[src/rtl/mul_seq_pkg.sv]
// Shared types and elaboration helpers for the iterative multiplier sequencer.
package mul_seq_pkg;

    localparam int MUL_STATE_WIDTH = 2;

    typedef enum logic [MUL_STATE_WIDTH-1:0] {
        ST_IDLE = 2'd0,
        ST_CALC = 2'd1,
        ST_DONE = 2'd2
    } mul_state_t;

    function automatic int mul_cnt_width(input int n);
        return (n > 1) ? $clog2(n) : 1;
    endfunction

    function automatic bit mul_bpc_legal(input int bpc);
        return (bpc == 1) || (bpc == 2) || (bpc == 4);
    endfunction

endpackage

[src/rtl/mul_step.sv]
// One radix-2^BITS_PER_CYCLE add-and-shift step of the multiplier; purely combinational.
// The multiplier digit is taken from the low bits of the product's lower half.
module mul_step #(
    parameter int XLEN           = 32,
    parameter int BITS_PER_CYCLE = 1
) (
    input  logic [XLEN-1:0]   i_acc,
    input  logic [XLEN-1:0]   i_lo,
    input  logic [XLEN-1:0]   i_mcand,
    output logic [2*XLEN-1:0] o_prod
);
    localparam int B = BITS_PER_CYCLE;

    logic [B-1:0]      w_digit;
    logic [XLEN+B-1:0] w_pp;
    logic [XLEN+B-1:0] w_sum;

    assign w_digit = i_lo[B-1:0];
    assign w_pp    = {{B{1'b0}}, i_mcand} * {{XLEN{1'b0}}, w_digit};
    // Cannot overflow: acc + digit*mcand < 2^B * 2^XLEN.
    assign w_sum   = {{B{1'b0}}, i_acc} + w_pp;
    assign o_prod  = {w_sum, i_lo[XLEN-1:B]};

endmodule

[src/rtl/mul_seq.sv]
// Iterative RV32M multiplier: XLEN/BITS_PER_CYCLE CALC cycles plus a DONE cycle, one cycle if an operand is 0.
// o_stall holds the pipeline from the start cycle through CALC; drops in DONE so EX advances with o_result.
module mul_seq
    import mul_seq_pkg::*;
#(
    parameter int XLEN           = 32,
    parameter int BITS_PER_CYCLE = 1
) (
    input  logic            i_clk,
    input  logic            i_rst,
    input  logic            i_start,
    input  logic            i_flush,
    input  logic [XLEN-1:0] i_src1,
    input  logic [XLEN-1:0] i_src2,
    input  logic            i_src1_signed,
    input  logic            i_src2_signed,
    input  logic            i_sel_high,
    output logic            o_stall,
    output logic            o_busy,
    output logic            o_done,
    output logic [XLEN-1:0] o_result
);
    localparam int N  = XLEN / BITS_PER_CYCLE;
    localparam int CW = mul_cnt_width(N);
    localparam int PW = 2 * XLEN;

    generate
        if (!mul_bpc_legal(BITS_PER_CYCLE)) begin : g_bad_bpc
            $error("mul_seq: BITS_PER_CYCLE must be 1, 2 or 4");
        end
    endgenerate

    function automatic logic [XLEN-1:0] f_mag(input logic [XLEN-1:0] v, input logic s);
        return (s && v[XLEN-1]) ? (~v + XLEN'(1)) : v;
    endfunction

    mul_state_t      r_state;
    logic [PW-1:0]   r_prod;
    logic [XLEN-1:0] r_mcand;
    logic [CW-1:0]   r_cnt;
    logic            r_neg;
    logic            r_sel_high;
    logic            r_busy;
    logic            r_done;
    logic [XLEN-1:0] r_result;

    logic            w_accept;
    logic [XLEN-1:0] w_mag1;
    logic [XLEN-1:0] w_mag2;
    logic            w_neg;
    logic [PW-1:0]   w_next_prod;
    logic [PW-1:0]   w_final;
    logic            w_last;

    assign w_accept = (r_state == ST_IDLE) && i_start && !i_flush;
    assign w_mag1   = f_mag(i_src1, i_src1_signed);
    assign w_mag2   = f_mag(i_src2, i_src2_signed);
    assign w_neg    = (i_src1_signed & i_src1[XLEN-1]) ^ (i_src2_signed & i_src2[XLEN-1]);
    assign w_last   = (r_cnt == CW'(N - 1));

    mul_step #(
        .XLEN           (XLEN),
        .BITS_PER_CYCLE (BITS_PER_CYCLE)
    ) u_step (
        .i_acc   (r_prod[PW-1:XLEN]),
        .i_lo    (r_prod[XLEN-1:0]),
        .i_mcand (r_mcand),
        .o_prod  (w_next_prod)
    );

    assign w_final = r_neg ? (~w_next_prod + PW'(1)) : w_next_prod;

    always_ff @(posedge i_clk) begin
        if (i_rst) begin
            r_state    <= ST_IDLE;
            r_prod     <= '0;
            r_mcand    <= '0;
            r_cnt      <= '0;
            r_neg      <= 1'b0;
            r_sel_high <= 1'b0;
            r_busy     <= 1'b0;
            r_done     <= 1'b0;
            r_result   <= '0;
        end else if (i_flush) begin
            r_state <= ST_IDLE;
            r_busy  <= 1'b0;
            r_done  <= 1'b0;
        end else begin
            case (r_state)
                ST_IDLE: begin
                    r_done <= 1'b0;
                    r_busy <= 1'b0;
                    if (i_start) begin
                        // Upper half accumulates; lower half starts as the multiplier and shifts out.
                        r_prod     <= {{XLEN{1'b0}}, w_mag2};
                        r_mcand    <= w_mag1;
                        r_cnt      <= '0;
                        r_neg      <= w_neg;
                        r_sel_high <= i_sel_high;
                        r_busy     <= 1'b1;
                        if (i_src1 == '0 || i_src2 == '0) begin
                            r_state  <= ST_DONE;
                            r_done   <= 1'b1;
                            r_result <= '0;
                        end else begin
                            r_state <= ST_CALC;
                        end
                    end
                end
                ST_CALC: begin
                    r_prod <= w_next_prod;
                    r_cnt  <= r_cnt + CW'(1);
                    if (w_last) begin
                        r_state  <= ST_DONE;
                        r_done   <= 1'b1;
                        r_result <= r_sel_high ? w_final[PW-1:XLEN] : w_final[XLEN-1:0];
                    end
                end
                ST_DONE: begin
                    r_state <= ST_IDLE;
                    r_done  <= 1'b0;
                    r_busy  <= 1'b0;
                end
                default: begin
                    r_state <= ST_IDLE;
                    r_done  <= 1'b0;
                    r_busy  <= 1'b0;
                end
            endcase
        end
    end

    assign o_stall  = w_accept || (r_state == ST_CALC);
    assign o_busy   = r_busy;
    assign o_done   = r_done;
    assign o_result = r_result;

endmodule

[config.mk]
export PLATFORM = sky130hd
export DESIGN_NAME = mul_seq
export DESIGN_NICKNAME = d
export VERILOG_FILES = /design/src/rtl/mul_seq_pkg.sv /design/src/rtl/mul_step.sv /design/src/rtl/mul_seq.sv
export SDC_FILE = /design/constraint.sdc
export NUM_CORES = 1
export LEC_CHECK = 0
export ABC_AREA = 1
export CORE_MARGIN = 2
export CORE_UTILIZATION = 60
export CTS_BUF_LIST = sky130_fd_sc_hd__clkbuf_2
export DETAILED_ROUTE_END_ITERATION = 10
export PLACE_DENSITY = 0.87
export RECOVER_POWER = 25
export REMOVE_ABC_BUFFERS = 1
export SLEW_MARGIN = 0
export SYNTH_ARGS = -nofsm -noshare
export SYNTH_HDL_FRONTEND = slang
export SYNTH_SLANG_ARGS = --single-unit
[constraint.sdc]
create_clock -name i_clk -period 6.3 [get_ports i_clk]
set_input_delay 1.89 -clock i_clk [delete_from_list [all_inputs] [get_ports i_clk]]
set_output_delay 1.89 -clock i_clk [all_outputs]
set_load 0.01 [all_outputs]
==> results of run 1 <==
[state kept, by name, indices dropped and copies added (netlist names)]
name	cells
o_busy	1
o_done	1
o_result	32
r_cnt	5
r_mcand	32
r_neg	1
r_prod	64
r_sel_high	1
r_state	2
[cell type report]
| class | instances | area [sq um] | area share, % |
|---|---|---|---|
| multi-input cells | 1575 | 7940 | 58.7 |
| flip-flops and latches | 139 | 2780 | 20.6 |
| repair buffers | 120 | 1160 | 8.57 |
| inverters | 276 | 1040 | 7.67 |
| well taps | 265 | 332 | 2.45 |
| clock inverters | 15 | 180 | 1.33 |
| clock buffers | 17 | 85.1 | 0.630 |
| diodes | 1 | 2.50 | 0.0185 |
[cells in the mapped netlist (37+ instances only)]
master and count:
nand2_1 632, inv_1 258, a21oi_1 189, nor2_1 162, nand3_1 144, dfxtp_1 139
o21ai_0 101, clkbuf_1 60, xor2_1 43, nand2_2 39, nor3_1 38, ha_1 37
[kinds of logic (layout without fill, tap and decap cells)]
| family | Yosys count | after routing | synth area share (%) |
|---|---|---|---|
| xor+xnor | 55 | 55 | 4.00 |
| fa+ha+maj | 38 | 38 | 4.01 |
| flops | 139 | 139 | 23.1 |
| other cells | 0 | 1 | 0 |
| compound gates | 356 | 356 | 16.2 |
| simple gates | 1126 | 1126 | 41.6 |
| buf+inv | 350 | 428 | 11.0 |
[worst min path at each step]
stage,from,to
floorplan,r_cnt[2]$_SDFFE_PP0P_,r_cnt[2]$_SDFFE_PP0P_
global placement,r_prod[17]$_SDFFE_PP0P_,r_prod[17]$_SDFFE_PP0P_
detailed placement,o_result[26]$_SDFFE_PP0P_,o_result[26]$_SDFFE_PP0P_
CTS,o_result[26]$_SDFFE_PP0P_,o_result[26]$_SDFFE_PP0P_
global route,r_cnt[2]$_SDFFE_PP0P_,r_cnt[2]$_SDFFE_PP0P_
finish,r_cnt[2]$_SDFFE_PP0P_,r_cnt[2]$_SDFFE_PP0P_
[layer usage]
| metal | GRT usage, % | vias to the layer above |
|---|---|---|
| li1 | - | 6789 |
| met1 | 48.6 | 6215 |
| met2 | 55.6 | 551 |
| met3 | 7.81 | 85 |
| met4 | 11.5 | 0 |
| met5 | 0 | - |
[power by group through the flow]
stage / logic (mW) / registers, mW / clock network [mW]
global route: 0.566 / 0.946 / 0.653
CTS: 0.502 / 0.940 / 0.610
floorplan: 0.311 / 0.957 / 0
detailed placement: 0.499 / 0.957 / 0
finish: 0.514 / 0.941 / 0.613
global placement: 0.490 / 0.956 / 0
[through the flow]
step | hold slack [ns] | utilization [%]
2_1_floorplan | 0.435 | -
3_3_place_gp | 0.451 | 67.6
3_5_place_dp | 0.456 | 67.6
4_1_cts | 0.481 | 69.0
5_1_grt | 0.505 | 69.0
6_report | 0.485 | 69.0
[cell usage in the layout, fill, tap and decap left out, types with 7 or more instances in the layout]
master / Yosys / final
a21oi_1: 189 / 189
a21oi_2: 8 / 8
a31oi_1: 7 / 7
buf_4: 1 / 15
clkbuf_2: 0 / 18
clkdlybuf4s50_1: 0 / 103
dfxtp_1: 139 / 138
ha_1: 37 / 37
inv_1: 258 / 258
inv_2: 13 / 13
nand2_1: 632 / 631
nand2_2: 39 / 40
nand3_1: 144 / 144
nand3_2: 12 / 12
nand3b_1: 12 / 12
nand4_1: 29 / 29
nor2_1: 162 / 161
nor2_2: 14 / 14
nor2_4: 12 / 13
nor3_1: 38 / 38
o211ai_1: 16 / 16
o21ai_0: 101 / 101
o21ai_1: 8 / 8
o221ai_1: 10 / 10
xnor2_1: 12 / 12
xor2_1: 43 / 43
==> qor.csv, run 1 <==
stage;metric;value;unit
floorplanning;IO Count;106;
layout;# fillers;1886;
place;gpl congestion;0.975;
floorplanning;Die Wd;146;um
worst_setup_path;worst-path fanout max;10;
grt;first-pass GRT wire length;61.1;mm
sta;setup ws final;1.04;ns
power;switch share;37.5;%
power;Reg power frac;45.5;%
route;Pre-antenna DRT Iters;8;
power;Clk pwr share;29.6;%
power;Tot Pwr;2.07;mW
worst_hold_path;worst hold stages;1;
worst_setup_path;critical path buffer and inverter count;3;
sta;Final Setup Violations;0;
worst_setup_path;max incr delay on CP;0.59;ns
synthesis;Cells after Synth;2064;
grt;initial antenna violation count;1;
synthesis;leading post-synthesis cells by cell area;dfxtp_1 (23%), nand2_1 (20%), inv_1 (8.0%);
worst_setup_path;r2r startpoint;r_prod[0]$_SDFFE_PP0P_;
synthesis;Post-synth ARST share;0;%
route;Post-DRT Antenna Nets;0;
route;met3 routed WL;3.52;mm
synthesis;cell accounting for the most synthesized area;dfxtp_1;
layout;Net count, final;2238;
synthesis;Seq cells post-synth;139;
power;worst-case vdd ir drop;189;uV
place;Setup WS pre-CTS;1.06;ns
sta;Setup TNS Final;0;ns
floorplanning;Initial Utilization;61.5;%
sta;Peak Freq;0.190;GHz
worst_setup_path;CP Class;input port to output port;
grt;largest net degree at the start of global routing;92;
layout;non-filler cells in the finished layout;2408;
grt;gr ovfl total;0;
clock_tree;clock root cell;clkbuf_2;
clock_tree;TritonCTS clock tree;yes;
worst_setup_path;Critical Path Start Type;input port;
route;M1 WL;16.9;mm
clock_tree;post-CTS sizing;0;
worst_setup_path;worst-path cell chain;dlygate4sd3_1 > nand3_1 > buf_4 > nand2_1 > clkdlybuf4s50_1;
synthesis;syn_area_per_cell;5.83;sq um
sta;Tmin final;5.26;ns
synthesis;synth unique cells;51;
floorplanning;num rows;51;
layout;layout cells sized above 1;7.89;%
sta;clock skew;0.0370;ns
run;max cap viols;1;
sta;Max-slew headroom;-27.1;%
worst_setup_path;cell family with most CP delay;buffers and inverters;
worst_hold_path;Tightest Hold Check Type;register to register;
place;Post-Place Cells;2375;
grt;gr usage total;35.5;%
worst_setup_path;capturing point of the worst reg2reg path;o_result[30]$_SDFFE_PP0P_;
floorplanning;die area;0.0212;sq mm
route;DR iter-0 viols;1384;
synthesis;Cell Area, Synth;0.0120;sq mm
synthesis;Synth Flop Type;dfxtp_1;
layout;area delta synth->final;12.3;%
worst_setup_path;CP startpoint;i_start;
place;DP Area;0.0133;sq mm
route;uppermost layer routed;met4;
place;hpwl dp;29.6;mm
sta;final hold violation count;0;
clock_tree;H-tree lvl count;4;
worst_setup_path;crit path to;o_stall;
clock_tree;CTS Buf Count;17;
worst_setup_path;cell depth of the worst flop-to-flop path;19;
route;DR vias;13600;
worst_setup_path;r2r setup slk;2.36;ns
worst_setup_path;Crit path arrival time;3.37;ns
route;met2 wire length;16.6;mm
layout;Finished Cell Area;0.0135;sq mm
power;Comb power frac;24.8;%
power;P_sw;0.776;mW
clock_tree;CTS hold repair buffers;0;
power;power per cell area;153;mW/mm^2
floorplanning;core area;0.0196;sq mm
synthesis;number of enable flip-flop cells after synthesis;0;
synthesis;Syn. warnings;0;
run_status;outcome;finished, violations left;
synthesis;post-synth top area share;23.1;%
place;IO Port Bufs;105;
worst_setup_path;WP data required;4.41;ns
clock_tree;Clock Sinks;139;
power;Internal Pwr Total;1.29;mW
clock_tree;CTS max path bufs;2;
power;Leakage;6.49;nW
sta;Tightest Pin Transition;1.91;ns
clock_tree;clock latency on the worst-skew pair;0.78;ns
run_status;failing checks;max-capacitance violations, max-slew violations;
route;DRC;0;
grt;vias in the first global route;12300;
route;routed vias/inst;5.66;
worst_setup_path;slowest library cell on the worst path;dlygate4sd3_1;
sta;period utilization;83.4;%
clock_tree;post-CTS setup buffers;0;
worst_setup_path;Crit path depth;5;
route;final wirelength;38.2;mm
floorplanning;Die H;146;um
route;drt wl/cell;15.9;um
sta;fin. max-slew vios;92;
worst_setup_path;CP Capture Type;output port;
synthesis;Seq/Total Area, Yosys;23.1;%
sta;RSZ-0062 raised after global routing;no;
clock_tree;Clock transition at path regs;0.22;ns
No activity file was read; power rests on OpenSTA's default activity.
==> run 2: changes to the inputs <==
Clock period 6.3 ns to 5.45 ns, I/O delays scaled along.
==> run 2 against run 1 <==
Effect of this change: the flow still finishes with violations (max-capacitance violations, max-slew violations); total power increased by 16%; non-clock buffer count increased by 2; sequential power increased by 16%; via count increased by 1.1%; wire length decreased by 1.6%; clock-buffer cell count unchanged; register-to-register slack got worse by 0.82 ns.
==> qor.csv, run 2 (same netlist as run 1, synthesis figures left out) <==
stage;metric;value;unit;change
sta;Tmin final;4.74;ns;
floorplanning;Die H;146;um;unchanged
worst_setup_path;Critical Path Start Type;input port;;
worst_setup_path;WP data required;3.82;ns;-0.59 ns
clock_tree;TritonCTS clock tree;yes;;
sta;clock skew;0.0350;ns;-0.00207 ns
layout;most frequent cells in the layout;nand2_1 (631), inv_1 (258), a21oi_1 (189), nor2_1 (161), nand3_1 (144);;
layout;largest register by flop count;r_prod;;
sta;Max-slew headroom;-29.0;%;-1.9 points
route;drt wl/cell;15.6;um;-1.7%
worst_setup_path;cell depth of the worst flop-to-flop path;19;;unchanged
place;DP Area;0.0133;sq mm;about the same
run_status;outcome;finished, violations left;;
layout;max FFs per register;64;;unchanged
route;final wirelength;37.6;mm;-1.6%
floorplanning;Die Wd;146;um;unchanged
power;worst-case vdd ir drop;225;uV;+19%
layout;most common cell after layout, fill and taps aside;nand2_1;;
clock_tree;CTS hold repair buffers;0;;unchanged
sta;Setup TNS Final;0;ns;unchanged
route;routed vias/inst;5.72;;+0.96%
layout;area delta synth->final;12.4;%;about the same
route;DR iter-0 viols;1448;;+4.6%
place;Post-Place Cells;2377;;+0.084%
worst_hold_path;Tightest Hold Check Type;register to register;;
worst_setup_path;worst-path fanout max;3;;-7
power;switch share;36.4;%;-1.1 points
clock_tree;clock root cell;clkbuf_2;;
sta;final hold violation count;0;;unchanged
sta;Final Setup Violations;0;;unchanged
clock_tree;H-tree lvl count;4;;unchanged
grt;largest net degree at the start of global routing;92;;unchanged
worst_setup_path;r2r startpoint;r_prod[0]$_SDFFE_PP0P_;;
place;hpwl dp;28.7;mm;-2.7%
layout;post-layout util;69.0;%;about the same
floorplanning;Initial Utilization;61.5;%;unchanged
route;DR vias;13800;;+1.1%
layout;Net count, final;2240;;+0.089%
route;DRC;0;;unchanged
power;power per cell area;178;mW/mm^2;+16%
route;Pre-antenna DRT Iters;7;;-1
power;Leakage;6.50;nW;+0.11%
floorplanning;num rows;51;;unchanged
power;P_sw;0.875;mW;+13%
clock_tree;Clock Sinks;139;;unchanged
run;max cap viols;2;;+1
sta;fin. max-slew vios;140;;+52%
clock_tree;post-CTS setup buffers;0;;unchanged
sta;RSZ-0062 raised after global routing;no;;
worst_setup_path;capturing point of the worst reg2reg path;o_result[30]$_SDFFE_PP0P_;;
worst_setup_path;Crit path arrival time;3.11;ns;-0.26 ns
place;Setup WS pre-CTS;0.849;ns;-0.207 ns
worst_setup_path;CP Class;input port to output port;;
sta;Tightest Pin Transition;1.94;ns;+0.0289 ns
clock_tree;clock latency on the worst-skew pair;0.78;ns;about the same
grt;vias in the first global route;12700;;+3.8%
place;IO Port Bufs;105;;unchanged
sta;Peak Freq;0.211;GHz;
grt;gr ovfl total;0;;unchanged
layout;non-filler cells in the finished layout;2411;;+0.12%
grt;first-pass GRT wire length;61.5;mm;+0.60%
worst_hold_path;Worst Hold Launch;o_result[23]$_SDFFE_PP0P_;;
route;Post-DRT Antenna Nets;0;;unchanged
clock_tree;post-CTS sizing;0;;unchanged
grt;initial antenna violation count;2;;+1
power;Clk pwr share;30.0;%;+0.4 points
worst_setup_path;CP startpoint;i_flush;;
place;gpl congestion;0.996;;+2.2%
grt;gr usage total;35.2;%;-0.32 points
floorplanning;die area;0.0212;sq mm;unchanged
power;Reg power frac;45.3;%;-0.2 points
run_status;failing checks;max-capacitance violations, max-slew violations;;
floorplanning;core area;0.0196;sq mm;unchanged
layout;# fillers;1846;;-2.1%
layout;layout cells sized above 1;7.93;%;+0.039 points
sta;setup ws final;0.708;ns;-0.337 ns
floorplanning;IO Count;106;;unchanged
worst_setup_path;CP Capture Type;output port;;
worst_setup_path;r2r setup slk;1.54;ns;-0.82 ns
power;Comb power frac;24.7;%;about the same
clock_tree;Clock transition at path regs;0.23;ns;about the same
clock_tree;CTS Buf Count;17;;unchanged
sta;period utilization;87.0;%;
worst_hold_path;worst hold stages;2;;+1
power;Internal Pwr Total;1.53;mW;+18%
layout;Finished Cell Area;0.0135;sq mm;about the same
worst_hold_path;Hold EP;o_result[23]$_SDFFE_PP0P_;;
clock_tree;CTS max path bufs;2;;unchanged
## run 2: metrics by stage
| step | total power, mW | hold slack (ns) |
|---|---|---|
| 6_report | 2.40 | 0.478 |
| 2_1_floorplan | 1.47 | 0.435 |
| 5_1_grt | 2.51 | 0.500 |
| 3_3_place_gp | 1.67 | 0.452 |
| 3_5_place_dp | 1.68 | 0.455 |
| 4_1_cts | 2.39 | 0.481 |
## run 2: routing by layer
layer / up-vias / track usage [%] / part of all wire (%) / wire length, um
li1: 6792 / - / - / -
met1: 6319 / 46.9 / 43 / 16200
met2: 590 / 57.0 / 45 / 16800
met3: 87 / 7.43 / 9.4 / 3520
met4: 0 / 11.4 / 2.8 / 1040
met5: - / 0 / 0 / 0
## run 2: power groups by stage
stage / sequential (mW) / clock (mW) / combinational, mW
final: 1.09 / 0.722 / 0.594
after detailed placement: 1.11 / 0 / 0.575
after CTS: 1.09 / 0.727 / 0.578
after floorplan: 1.11 / 0 / 0.360
after global placement: 1.10 / 0 / 0.562
after global routing: 1.09 / 0.769 / 0.651
## run 2: layout make-up
class	instances	area (sq um)	share of cell area, %
multi-input cells	1575	7930	58.6
flip-flops and latches	139	2780	20.6
repair buffers	122	1170	8.62
inverters	276	1040	7.66
well taps	265	332	2.45
clock inverters	15	186	1.38
clock buffers	17	85.1	0.629
diodes	2	5.00	0.0370
## run 2: worst max path at each step
stage                           endpoint  slack [ns]  cells past startpoint
2_1_floorplan  o_result[12]$_SDFFE_PP0P_        0.40                     10
4_1_cts                          o_stall        0.84                      5
3_5_place_dp                     o_stall        0.85                      5
3_3_place_gp                     o_stall        0.92                      5
5_1_grt                          o_stall        0.64                      5
6_report                         o_stall        0.71                      5
## run 2: critical path, cell delays in order
cell and delay, ns:
dlygate4sd3_1 0.57, inv_1 0.13, nand3_1 0.12, nand2_1 0.10, clkdlybuf4s50_1 0.55
==> run 3: changes to the inputs <==
Settings changed: REMOVE_ABC_BUFFERS 1 to unset.
==> run 3 against run 2 <==
Effect of this change: the run still ends with max-capacitance violations, max-slew violations left; sequential cell count is the same; clock power down 2.9%; largest cell class unchanged; largest power group unchanged; global-route usage up 1.9 points; design area decreased by 0.28%.
==> qor.csv, run 3 (same netlist as run 1, synthesis figures left out) <==
stage;metric;value;unit;change
route;DR iter-0 viols;1542;;+6.5%
clock_tree;CTS hold repair buffers;0;;unchanged
clock_tree;Clock transition at path regs;0.19;ns;-0.04 ns
sta;Setup TNS Final;0;ns;unchanged
worst_setup_path;Critical Path Start Type;input port;;
power;power per cell area;177;mW/mm^2;-0.12%
layout;Net count, final;2237;;-0.13%
power;Comb power frac;25.0;%;+0.3 points
worst_hold_path;Tightest Hold Check Type;register to register;;
worst_setup_path;CP Capture Type;output port;;
power;Clk pwr share;29.3;%;-0.7 points
route;Post-DRT Antenna Nets;0;;unchanged
route;routed vias/inst;5.72;;about the same
power;Tot Pwr;2.39;mW;-0.40%
sta;Final Setup Violations;0;;unchanged
power;Leakage;6.48;nW;-0.28%
place;gpl congestion;1.01;;+1.5%
power;worst-case vdd ir drop;159;uV;-30%
place;hpwl dp;30.6;mm;+6.5%
worst_setup_path;r2r setup slk;1.80;ns;+0.26 ns
clock_tree;TritonCTS clock tree;yes;;
floorplanning;core area;0.0196;sq mm;unchanged
clock_tree;CTS Buf Count;17;;unchanged
route;drt wl/cell;16.5;um;+5.8%
clock_tree;post-CTS setup buffers;0;;unchanged
clock_tree;H-tree lvl count;4;;unchanged
grt;first-pass GRT wire length;63.6;mm;+3.5%
layout;most common cell after layout, fill and taps aside;nand2_1;;
worst_setup_path;Crit path arrival time;2.96;ns;-0.15 ns
run;max cap viols;2;;unchanged
place;IO Port Bufs;105;;unchanged
sta;Max-slew headroom;-37.5;%;-8.4 points
layout;area delta synth->final;12.0;%;
grt;gr ovfl total;0;;unchanged
route;Pre-antenna DRT Iters;6;;-1
sta;final hold violation count;0;;unchanged
floorplanning;Die Wd;146;um;unchanged
power;Internal Pwr Total;1.52;mW;-0.42%
run_status;failing checks;max-capacitance violations, max-slew violations;;
grt;vias in the first global route;12400;;-2.9%
clock_tree;Clock Sinks;139;;unchanged
layout;most frequent cells in the layout;nand2_1 (631), inv_1 (258), a21oi_1 (189), nor2_1 (161), nand3_1 (144);;
sta;Tightest Pin Transition;2.06;ns;+0.127 ns
sta;period utilization;84.4;%;-2.6 points
floorplanning;IO Count;106;;unchanged
sta;RSZ-0062 raised after global routing;no;;
route;DRC;0;;unchanged
run_status;outcome;finished, violations left;;
grt;gr usage total;37.0;%;+1.9 points
sta;Tmin final;4.60;ns;-0.144 ns
synthesis;Syn Nets;2173;;
floorplanning;Initial Utilization;61.5;%;unchanged
clock_tree;clock root cell;clkbuf_2;;
place;DP Area;0.0132;sq mm;-0.17%
sta;fin. max-slew vios;132;;-5.7%
floorplanning;Die H;146;um;unchanged
layout;# fillers;1876;;+1.6%
power;switch share;36.4;%;about the same
worst_setup_path;worst-path fanout max;4;;+1
floorplanning;die area;0.0212;sq mm;unchanged
route;final wirelength;39.7;mm;+5.6%
worst_setup_path;CP Class;input port to output port;;
worst_setup_path;WP data required;3.82;ns;about the same
layout;max FFs per register;64;;unchanged
layout;Finished Cell Area;0.0135;sq mm;-0.28%
clock_tree;CTS max path bufs;2;;unchanged
sta;clock skew;0.0533;ns;+0.0183 ns
route;DR vias;13800;;-0.094%
sta;Peak Freq;0.217;GHz;+3.1%
clock_tree;post-CTS sizing;0;;unchanged
layout;layout cells sized above 1;7.75;%;-0.18 points
power;Reg power frac;45.7;%;+0.4 points
grt;initial antenna violation count;1;;-1
layout;largest register by flop count;r_prod;;
sta;Hold WS;0.480;ns;+0.00159 ns
power;P_sw;0.872;mW;-0.36%
grt;largest net degree at the start of global routing;92;;unchanged
floorplanning;num rows;51;;unchanged
clock_tree;clock latency on the worst-skew pair;0.84;ns;+0.06 ns
## run 3: cell types whose count changed in the layout (fill, tap and decap cells not counted)
cell	delta
clkinv_4	-1
diode_2	-1
clkbuf_2	+2
inv_6	-2
buf_4	-3
clkbuf_1	-1
clkdlybuf4s50_1	+1
dlygate4sd3_1	-1
clkinv_1	+2
## run 3: cell type report
| class | instances | area, sq um | share of cell area, % |
|---|---|---|---|
| Tap cell | 265 | 332 | 2.46 |
| Timing Repair Buffer | 119 | 1140 | 8.49 |
| Inverter | 276 | 1040 | 7.68 |
| Clock inverter | 14 | 168 | 1.24 |
| Multi-Input combinational cell | 1575 | 7930 | 58.8 |
| Antenna cell | 1 | 2.50 | 0.0186 |
| Clock buffer | 18 | 90.1 | 0.668 |
| Sequential cell | 139 | 2780 | 20.6 |
## run 3: layer usage
layer,part of all wire (%),global-route usage [%],up-vias
li1,-,-,6788
met1,44,52.8,6165
met2,42,56.0,742
met3,11,8.21,80
met4,2.6,10.8,0
met5,0,0,-
## run 3: metrics by stage
stage	instances	util [%]	worst slack (ns)
after global placement	2374	67.6	0.935
after CTS	2406	68.9	0.879
after floorplan	2064	-	1.74
final	2407	68.9	0.852
after global routing	2407	68.9	0.757
after detailed placement	2374	67.6	0.888
## run 3: path summary, 6_finish.rpt
check | start | to | depth (start not counted)
setup / recovery | i_start | o_stall | 4
hold / removal | o_result[25]$_SDFFE_PP0P_ | o_result[25]$_SDFFE_PP0P_ | 2
setup reg to reg | r_prod[0]$_SDFFE_PP0P_ | o_result[13]$_SDFFE_PP0P_ | 16
hold reg to reg | o_result[25]$_SDFFE_PP0P_ | o_result[25]$_SDFFE_PP0P_ | 2
## run 3: power by group through the flow
stage | logic [mW] | registers (mW) | clock network (mW)
3_3_place_gp | 0.570 | 1.11 | 0
6_report | 0.599 | 1.09 | 0.701
2_1_floorplan | 0.392 | 1.10 | 0
4_1_cts | 0.583 | 1.09 | 0.697
5_1_grt | 0.658 | 1.10 | 0.742
3_5_place_dp | 0.580 | 1.11 | 0
## run 3: worst max-delay path, cell delays in order
cell and delay [ns]:
dlygate4sd3_1 0.59, nand3_1 0.11, nand2_1 0.09, clkdlybuf4s50_1 0.53
